===== src/rtl/jt51_kc_finder.sv =====
// Finds the largest KC/KF whose phase step does not exceed a target, by successive approximation over the phase ROM.
// Fixed 39 cen-cycle latency from accepted start to done; start is ignored unless idle.
module jt51_kc_finder (
    input  logic        rst,
    input  logic        clk,
    input  logic        cen,
    input  logic        start,
    input  logic [19:0] step,
    output logic [9:0]  rom_addr,
    input  logic [11:0] rom_data,
    output logic        busy,
    output logic        done,
    output logic [6:0]  kc,
    output logic [5:0]  kf,
    output logic        unf,
    output logic        ovf
);
    typedef enum logic [2:0] {S_IDLE, S_OVF, S_OCT, S_SRCH, S_DONE} state_t;

    state_t      state, state_nx;
    logic [19:0] step_q;
    logic        phase;
    logic [3:0]  cnt;
    logic [2:0]  oct;
    logic        found;
    logic [9:0]  idx;

    logic [2:0]  po;
    logic [17:0] base;
    logic [19:0] base20;
    logic [9:0]  trial;
    logic [9:0]  idx_nx;
    logic        oct_hit;

    // Note codes skip every fourth value, so the linear index is spread as n + n/3.
    function automatic logic [3:0] code_of(input logic [3:0] n);
        return n + n / 4'd3;
    endfunction

    function automatic logic [9:0] addr_of(input logic [9:0] t);
        return {code_of(t[9:6]), t[5:0]};
    endfunction

    always_comb begin
        po = oct;
        if (state == S_OVF)
            po = 3'd7;
        else if (state == S_OCT)
            po = cnt[2:0];
        if (po >= 3'd2)
            base = {6'd0, rom_data} << (po - 3'd2);
        else
            base = {6'd0, rom_data} >> (3'd2 - po);
        base20  = {2'b00, base};
        trial   = idx | (10'd1 << cnt);
        idx_nx  = ((trial <= 10'd767) && (base20 <= step_q)) ? trial : idx;
        oct_hit = step_q >= base20;
    end

    always_ff @(posedge clk) begin
        if (rst)
            state <= S_IDLE;
        else if (cen)
            state <= state_nx;
    end

    always_comb begin
        state_nx = state;
        case (state)
            S_IDLE: if (start) state_nx = S_OVF;
            S_OVF:  if (phase) state_nx = S_OCT;
            S_OCT:  if (phase && cnt == 4'd0) state_nx = S_SRCH;
            S_SRCH: if (phase && cnt == 4'd0) state_nx = S_DONE;
            S_DONE: state_nx = S_IDLE;
            default: state_nx = S_IDLE;
        endcase
    end

    always_ff @(posedge clk) begin
        if (rst) begin
            step_q   <= 20'd0;
            phase    <= 1'b0;
            cnt      <= 4'd0;
            oct      <= 3'd0;
            found    <= 1'b0;
            idx      <= 10'd0;
            rom_addr <= 10'd0;
            busy     <= 1'b0;
            done     <= 1'b0;
            kc       <= 7'd0;
            kf       <= 6'd0;
            unf      <= 1'b0;
            ovf      <= 1'b0;
        end else if (cen) begin
            done <= 1'b0;
            case (state)
                S_IDLE: begin
                    if (start) begin
                        step_q   <= step;
                        unf      <= 1'b0;
                        ovf      <= 1'b0;
                        busy     <= 1'b1;
                        phase    <= 1'b0;
                        rom_addr <= {4'd14, 6'd63};
                    end
                end
                S_OVF: begin
                    phase <= ~phase;
                    if (phase) begin
                        ovf      <= step_q > base20;
                        cnt      <= 4'd7;
                        found    <= 1'b0;
                        oct      <= 3'd0;
                        rom_addr <= 10'd0;
                    end
                end
                S_OCT: begin
                    phase <= ~phase;
                    if (phase) begin
                        // Scanning downward, the first qualifying octave is the highest.
                        if (!found && oct_hit) begin
                            found <= 1'b1;
                            oct   <= cnt[2:0];
                        end
                        if (cnt == 4'd0) begin
                            unf      <= !(found || oct_hit);
                            cnt      <= 4'd9;
                            idx      <= 10'd0;
                            rom_addr <= addr_of(10'd512);
                        end else begin
                            cnt <= cnt - 4'd1;
                        end
                    end
                end
                S_SRCH: begin
                    phase <= ~phase;
                    if (phase) begin
                        idx <= idx_nx;
                        if (cnt == 4'd0) begin
                            busy <= 1'b0;
                            done <= 1'b1;
                            if (ovf) begin
                                kc <= 7'h7E;
                                kf <= 6'd63;
                            end else if (unf) begin
                                kc <= 7'd0;
                                kf <= 6'd0;
                            end else begin
                                kc <= {oct, code_of(idx_nx[9:6])};
                                kf <= idx_nx[5:0];
                            end
                        end else begin
                            cnt      <= cnt - 4'd1;
                            rom_addr <= addr_of(idx_nx | (10'd1 << (cnt - 4'd1)));
                        end
                    end
                end
                default: ;
            endcase
        end
    end
endmodule


===== config.mk =====
export PLATFORM = sky130hd
export DESIGN_NAME = jt51_kc_finder
export DESIGN_NICKNAME = d
export VERILOG_FILES = /design/src/rtl/jt51_kc_finder.sv
export SDC_FILE = /design/constraint.sdc
export NUM_CORES = 1
export LEC_CHECK = 0
export ABC_AREA = 1
export CAP_MARGIN = 5
export CORE_MARGIN = 2
export CORE_UTILIZATION = 30
export CTS_CLUSTER_DIAMETER = 60
export DETAILED_ROUTE_END_ITERATION = 12
export GPL_ROUTABILITY_DRIVEN = 0
export SYNTH_ARGS = -nofsm -noshare
export SYNTH_HDL_FRONTEND = slang
export SYNTH_SLANG_ARGS = --single-unit
export TNS_END_PERCENT = 100

===== constraint.sdc =====
create_clock -name clk -period 6.2 [get_ports clk]
set_input_delay 0.62 -clock clk [delete_from_list [all_inputs] [get_ports clk]]
set_output_delay 0.62 -clock clk [all_outputs]
set_load 0.01 [all_outputs]

==> results.toml, run 1 <==
[setup_path]
max_stage_delay_ns = 0.42
critPathKind = "register to register"
worst-endpoint-required_ns = 6.48
path_common_cell = "ha_1"
critPathMaxFanout = 16
critPathLaunchType = "register"
slowest_stage = "dfxtp_1"
endpoint_kind = "register"
cp.arrival_ns = 6.01

[timing]
fin_skew_ns = 0.00735
hold_viol = 0
timing.final.crit_share_pct = 92.4
fmaxAchievable_mhz = 175
hold_slack_ns = 0.469
drv_slew = 0
worstMarginPinSlew_ns = 0.825
maxSlewHeadroom_pct = 44.8
setup_viol = 0
fin_crit_ns = 5.73

[synth]
seq_area_frac_synth_pct = 29.3
yosysTopAreaCellShare_pct = 29.3
synthArstFlopShare_pct = 0
synth_nets = 766
ys_warn_count = 0
ys.flop_type = "dfxtp_1"
avgSynthCellArea_um2 = 6.80
synthTopCellsByCount = "159 x nand2_1, 71 x a21oi_1, 69 x dfxtp_1"
synth_edf_count = 0
synth_area_leader_cell = "dfxtp_1"
syn_area_mm2 = 0.00471
synthDistinctLibCells = 52
synth.area.top_cells = "dfxtp_1 29%, nand2_1 13%, ha_1 9.3%"
synth-seq-cells = 69
synth_most_common_cell = "nand2_1"
syn-instance-count = 693

[die]
io_pins = 63
die_w_um = 129
coreArea_mm2 = 0.0153
die_y_um = 129
initial_core_util_pct = 30.9
rows = 45
die-area_mm2 = 0.0167

[power_and_ir_drop]
peakVddDrop_uv = 171
power.leakage_nw = 2.47
p_per_area_mw_per_mm2 = 372

[grt]
grt_pass1_vias = 4603
grt_max_degree = 42
antenna_found_initial = 0
grt_use_total_pct = 17.1
grt_overflow = 0
grt_pass1_wl_mm = 22.6

[route]
first_pass_iters = 5
drtIter0Drc = 352
drt_wl_total_mm = 13.6
via_count = 4723
ant_nets = 0
wl_per_cell_um = 14.1
vias_per_cell = 4.90
drcViolationCount = 0

[clock_tree]
cts_max_level = 3
cts_tree = "done"
cts_made_buffers = 9
cts.sinks = 69
clk_pin_slew_worst_paths_ns = 0.06
cts.path.max_buffers = 2
clk_latency_ns = 0.35
clockRootBuffer = "clkbuf_16"

[layout]
layout.cells.non_filler = 964
utilization_pct = 38.6
num_antenna_cells = 0
nets = 821
area_delta_synth_final_pct = 25.0
drive_above_1_share_pct = 10.5

[place]
numPortBuffers = 62
place_inst = 946
dp_hpwl_mm = 10.1

[min_path]
min_path_type = "register to register"

[status]
outcome = "completed"

[run]
cap_violations = 0
layout by cell type (no fill, tap or decap), drive strengths merged, types with 5 or more instances in the layout:
cell / synthesis / final
clkdlybuf4s50: 0 / 62
buf: 11 / 7
inv: 76 / 76
dfxtp: 69 / 69
o21ai: 75 / 75
o22ai: 7 / 7
a21oi: 73 / 73
a211oi: 11 / 11
nor3: 5 / 5
clkbuf: 14 / 10
a31oi: 5 / 5
nand2: 174 / 174
ha: 35 / 35
nand3: 41 / 41
nor2: 53 / 53
nand4: 8 / 8
through the flow:
step	power, mW	TNS, ns	instance area, um^2	setup slack [ns]
floorplan	1.31	0	4710	0.804
global placement	1.58	0	5520	0.487
detailed placement	1.58	0	5520	0.394
CTS	2.16	0	5850	0.363
global route	2.37	-0.0105	5890	-0.0105
finish	2.19	0	5890	0.472
sequential cells by signal, indices dropped and copies added (netlist names), 3 cells and up:
register  count
rom_addr     10
oct           3
state         3
kf            6
idx          10
kc            7
step_q       20
cnt           4
where the power goes:
part	switching [mW]	internal (mW)	leakage, nW	total, mW
Clock	0.220	0.357	0.155	0.576
Combinational	0.702	0.402	1.75	1.10
Sequential	0.0279	0.482	0.561	0.509
what timing repair did:
action	in CTS	in global routing
endpoints found under the setup margin	0	4
hold buffers	0	0
buffers inserted	0	2
resized for setup	0	10
cells by family (layout without fill, tap and decap cells):
group	count (synthesis)	after routing	share of synthesized area (%)
compound gates	195	195	24.2
fa+ha+maj	37	37	10.1
simple gates	287	287	27.3
xor+xnor	3	3	0.557
flops	69	69	29.3
buf+inv	102	162	8.57
critical path, delay by kind of cell, from the launching register on:
| kind | cells | cell delay, ns |
|---|---|---|
| buffers and inverters | 5 | 0.57 |
| adders and majority gates | 7 | 1.91 |
| and+or+nand+nor | 15 | 1.82 |
| AOI/OAI and AO/OA | 5 | 0.92 |
| DFF | 1 | 0.42 |
layout make-up:
| class | instances | area [um^2] |
|---|---|---|
| Fill cell | 1609 | 9370 |
| Multi-Input combinational cell | 522 | 2950 |
| Sequential cell | 69 | 1380 |
| Timing Repair Buffer | 69 | 673 |
| Inverter | 77 | 300 |
| Tap cell | 211 | 264 |
| Clock buffer | 10 | 229 |
| Clock inverter | 6 | 96.3 |
layer usage:
metal,GRT usage [%],vias up,routed length (um)
met4,5.18,0,198
met3,3.80,18,689
li1,-,2449,-
met5,0,-,0
met1,21.4,2137,6270
met2,29.3,119,6450
worst paths after layout:
path	to	from	cells after the start	slack (ns)
worst min register to register	step_q[15]	step_q[15]	2	0.47
worst min-delay path	step_q[15]	step_q[15]	2	0.47
worst max register to register	rom_addr[8]	state[2]	32	0.47
worst max-delay path	rom_addr[8]	state[2]	32	0.47
No activity file was read; power rests on OpenSTA's default activity.
==> run 2, diff against run 1 <==
--- a/config.mk
+++ b/config.mk
@@ -12,6 +12,7 @@
 export CTS_CLUSTER_DIAMETER = 60
 export DETAILED_ROUTE_END_ITERATION = 12
 export GPL_ROUTABILITY_DRIVEN = 0
+export RECOVER_POWER = 100
 export SYNTH_ARGS = -nofsm -noshare
 export SYNTH_HDL_FRONTEND = slang
 export SYNTH_SLANG_ARGS = --single-unit
==> results.toml, run 2 (synthesis results as in run 1) <==
[status]
outcome = "complete, but fails checks"
violations = "capacitance limit, slew limit"

[power_and_ir_drop]
peakVddDrop_uv = 166
p_total_mw = 2.18
power.leakage_nw = 2.54
p_per_area_mw_per_mm2 = 371

[grt]
grt_max_degree = 42
grt_overflow = 0
grt_use_total_pct = 17.1
antenna_found_initial = 0
grt_pass1_vias = 4603
grt_pass1_wl_mm = 22.6

[layout]
drive_above_1_share_pct = 9.69
fill_cells = 1608
top_regs = "step_q (20), idx (10), rom_addr (10)"
mostFrequentLayoutCell = "nand2_1"
area_delta_synth_final_pct = 24.7
postLayoutCellArea_mm2 = 0.00588
largest_register_ffs = 20
utilization_pct = 38.5
nets = 821
regMostFlops = "step_q"
num_antenna_cells = 0
mostFrequentLayoutCells = "159 x nand2_1, 71 x a21oi_1, 69 x dfxtp_1"

[min_path]
hold_depth = 2
hp-start = "step_q[15]"
min_to = "step_q[15]"
min_path_type = "register to register"

[timing]
setup_viol = 0
hold_viol = 0
maxSlewHeadroom_pct = -38.7
fin_skew_ns = 0.00787
setup_ws_ns = 0.497
timing.setup.tns_ns = 0
fin_crit_ns = 5.70
worstMarginPinSlew_ns = 2.08
drv_slew = 42
timing.final.crit_share_pct = 92.0
fmaxAchievable_mhz = 175

[clock_tree]
cts_tree = "done"
clk_pin_slew_worst_paths_ns = 0.06
cts.path.max_buffers = 2
clockRootBuffer = "clkbuf_16"
cts_made_buffers = 9
cts.sinks = 69
cts_max_level = 3
cts_hold_buf = 0
clk_latency_ns = 0.35

[setup_path]
slowest_stage = "dfxtp_1"
r2r-start = "state[2]"
path_common_cell = "ha_1"
cpLargestDelayFamily = "adder cells"
critPathKind = "register to register"
critPathLaunchType = "register"
worst-r2r-cell-count = 32
r2r-end = "rom_addr[8]"
path_buf_inv = 5
critPathMaxFanout = 16
max_stage_delay_ns = 0.42
endpoint_kind = "register"
worst-endpoint-required_ns = 6.48
cp.arrival_ns = 5.99
rrSetupSlack_ns = 0.50

[route]
first_pass_iters = 5
drcViolationCount = 0
wl_per_cell_um = 14.2
vias_per_cell = 4.91
via_count = 4735
drt_wl_total_mm = 13.7
drtIter0Drc = 328
ant_nets = 0

[die]
io_pins = 63
coreArea_mm2 = 0.0153
die_w_um = 129
die_y_um = 129
rows = 45
initial_core_util_pct = 30.9
die-area_mm2 = 0.0167

[place]
numPortBuffers = 62
dp_slack_ns = 0.394
dp_hpwl_mm = 10.1
postPlaceCellArea_mm2 = 0.00552

[run]
cap_violations = 1
==> run 2: changes by cell type in the layout (fill, tap and decap cells not counted), sizes merged <==
cell,delta
clkinv,+1
dlygate4sd3,+28
clkbuf,+2
clkdlybuf4s50,-28
buf,-2
inv,-1
==> run 2: stage by stage <==
step / hold WS, ns / std cells
after global routing: 0.488 / 964
after detailed placement: 0.457 / 946
after global placement: 0.459 / 946
after floorplan: 0.435 / 693
final: 0.468 / 964
after CTS: 0.470 / 962
==> run 2: worst min-delay path, stage by stage (launching register included) <==
cell	delay, ns
dfxtp_1	0.31
nand2_1	0.06
a21oi_1	0.05
==> run 2: worst max path at each step <==
stage	slack, ns	to	start	cells past startpoint
finish	0.50	rom_addr[8]	state[2]	32
detailed placement	0.39	rom_addr[7]	state[2]	36
global route	-0.009	rom_addr[8]	state[2]	38
global placement	0.49	rom_addr[7]	state[2]	35
floorplan	0.80	rom_addr[8]	state[2]	37
CTS	0.36	rom_addr[8]	state[2]	37
==> run 2: final cells by class <==
| type | instances | area (um^2) | share of cell area (%) |
|---|---|---|---|
| clock buffers | 10 | 229 | 3.89 |
| repair buffers | 69 | 666 | 11.3 |
| multi-input cells | 522 | 2940 | 50.1 |
| flip-flops and latches | 69 | 1380 | 23.5 |
| well taps | 211 | 264 | 4.49 |
| clock inverters | 6 | 96.3 | 1.64 |
| inverters | 77 | 300 | 5.11 |
==> run 2: layer usage <==
layer / GRT usage [%] / wire length [um]
met5: 0 / 0
met4: 5.18 / 195
met3: 3.80 / 559
met2: 29.3 / 6500
met1: 21.4 / 6430
==> run 2: timing repair <==
item,CTS,global route
setup endpoints to repair,0,4
setup buffers,0,2
gates resized for setup,0,10
==> run 2: power by group <==
part           internal, mW  total (mW)  switching, mW
logic                 0.395        1.10          0.704
registers             0.482       0.509         0.0269
clock network         0.357       0.576          0.220
total                  1.23        2.18          0.951
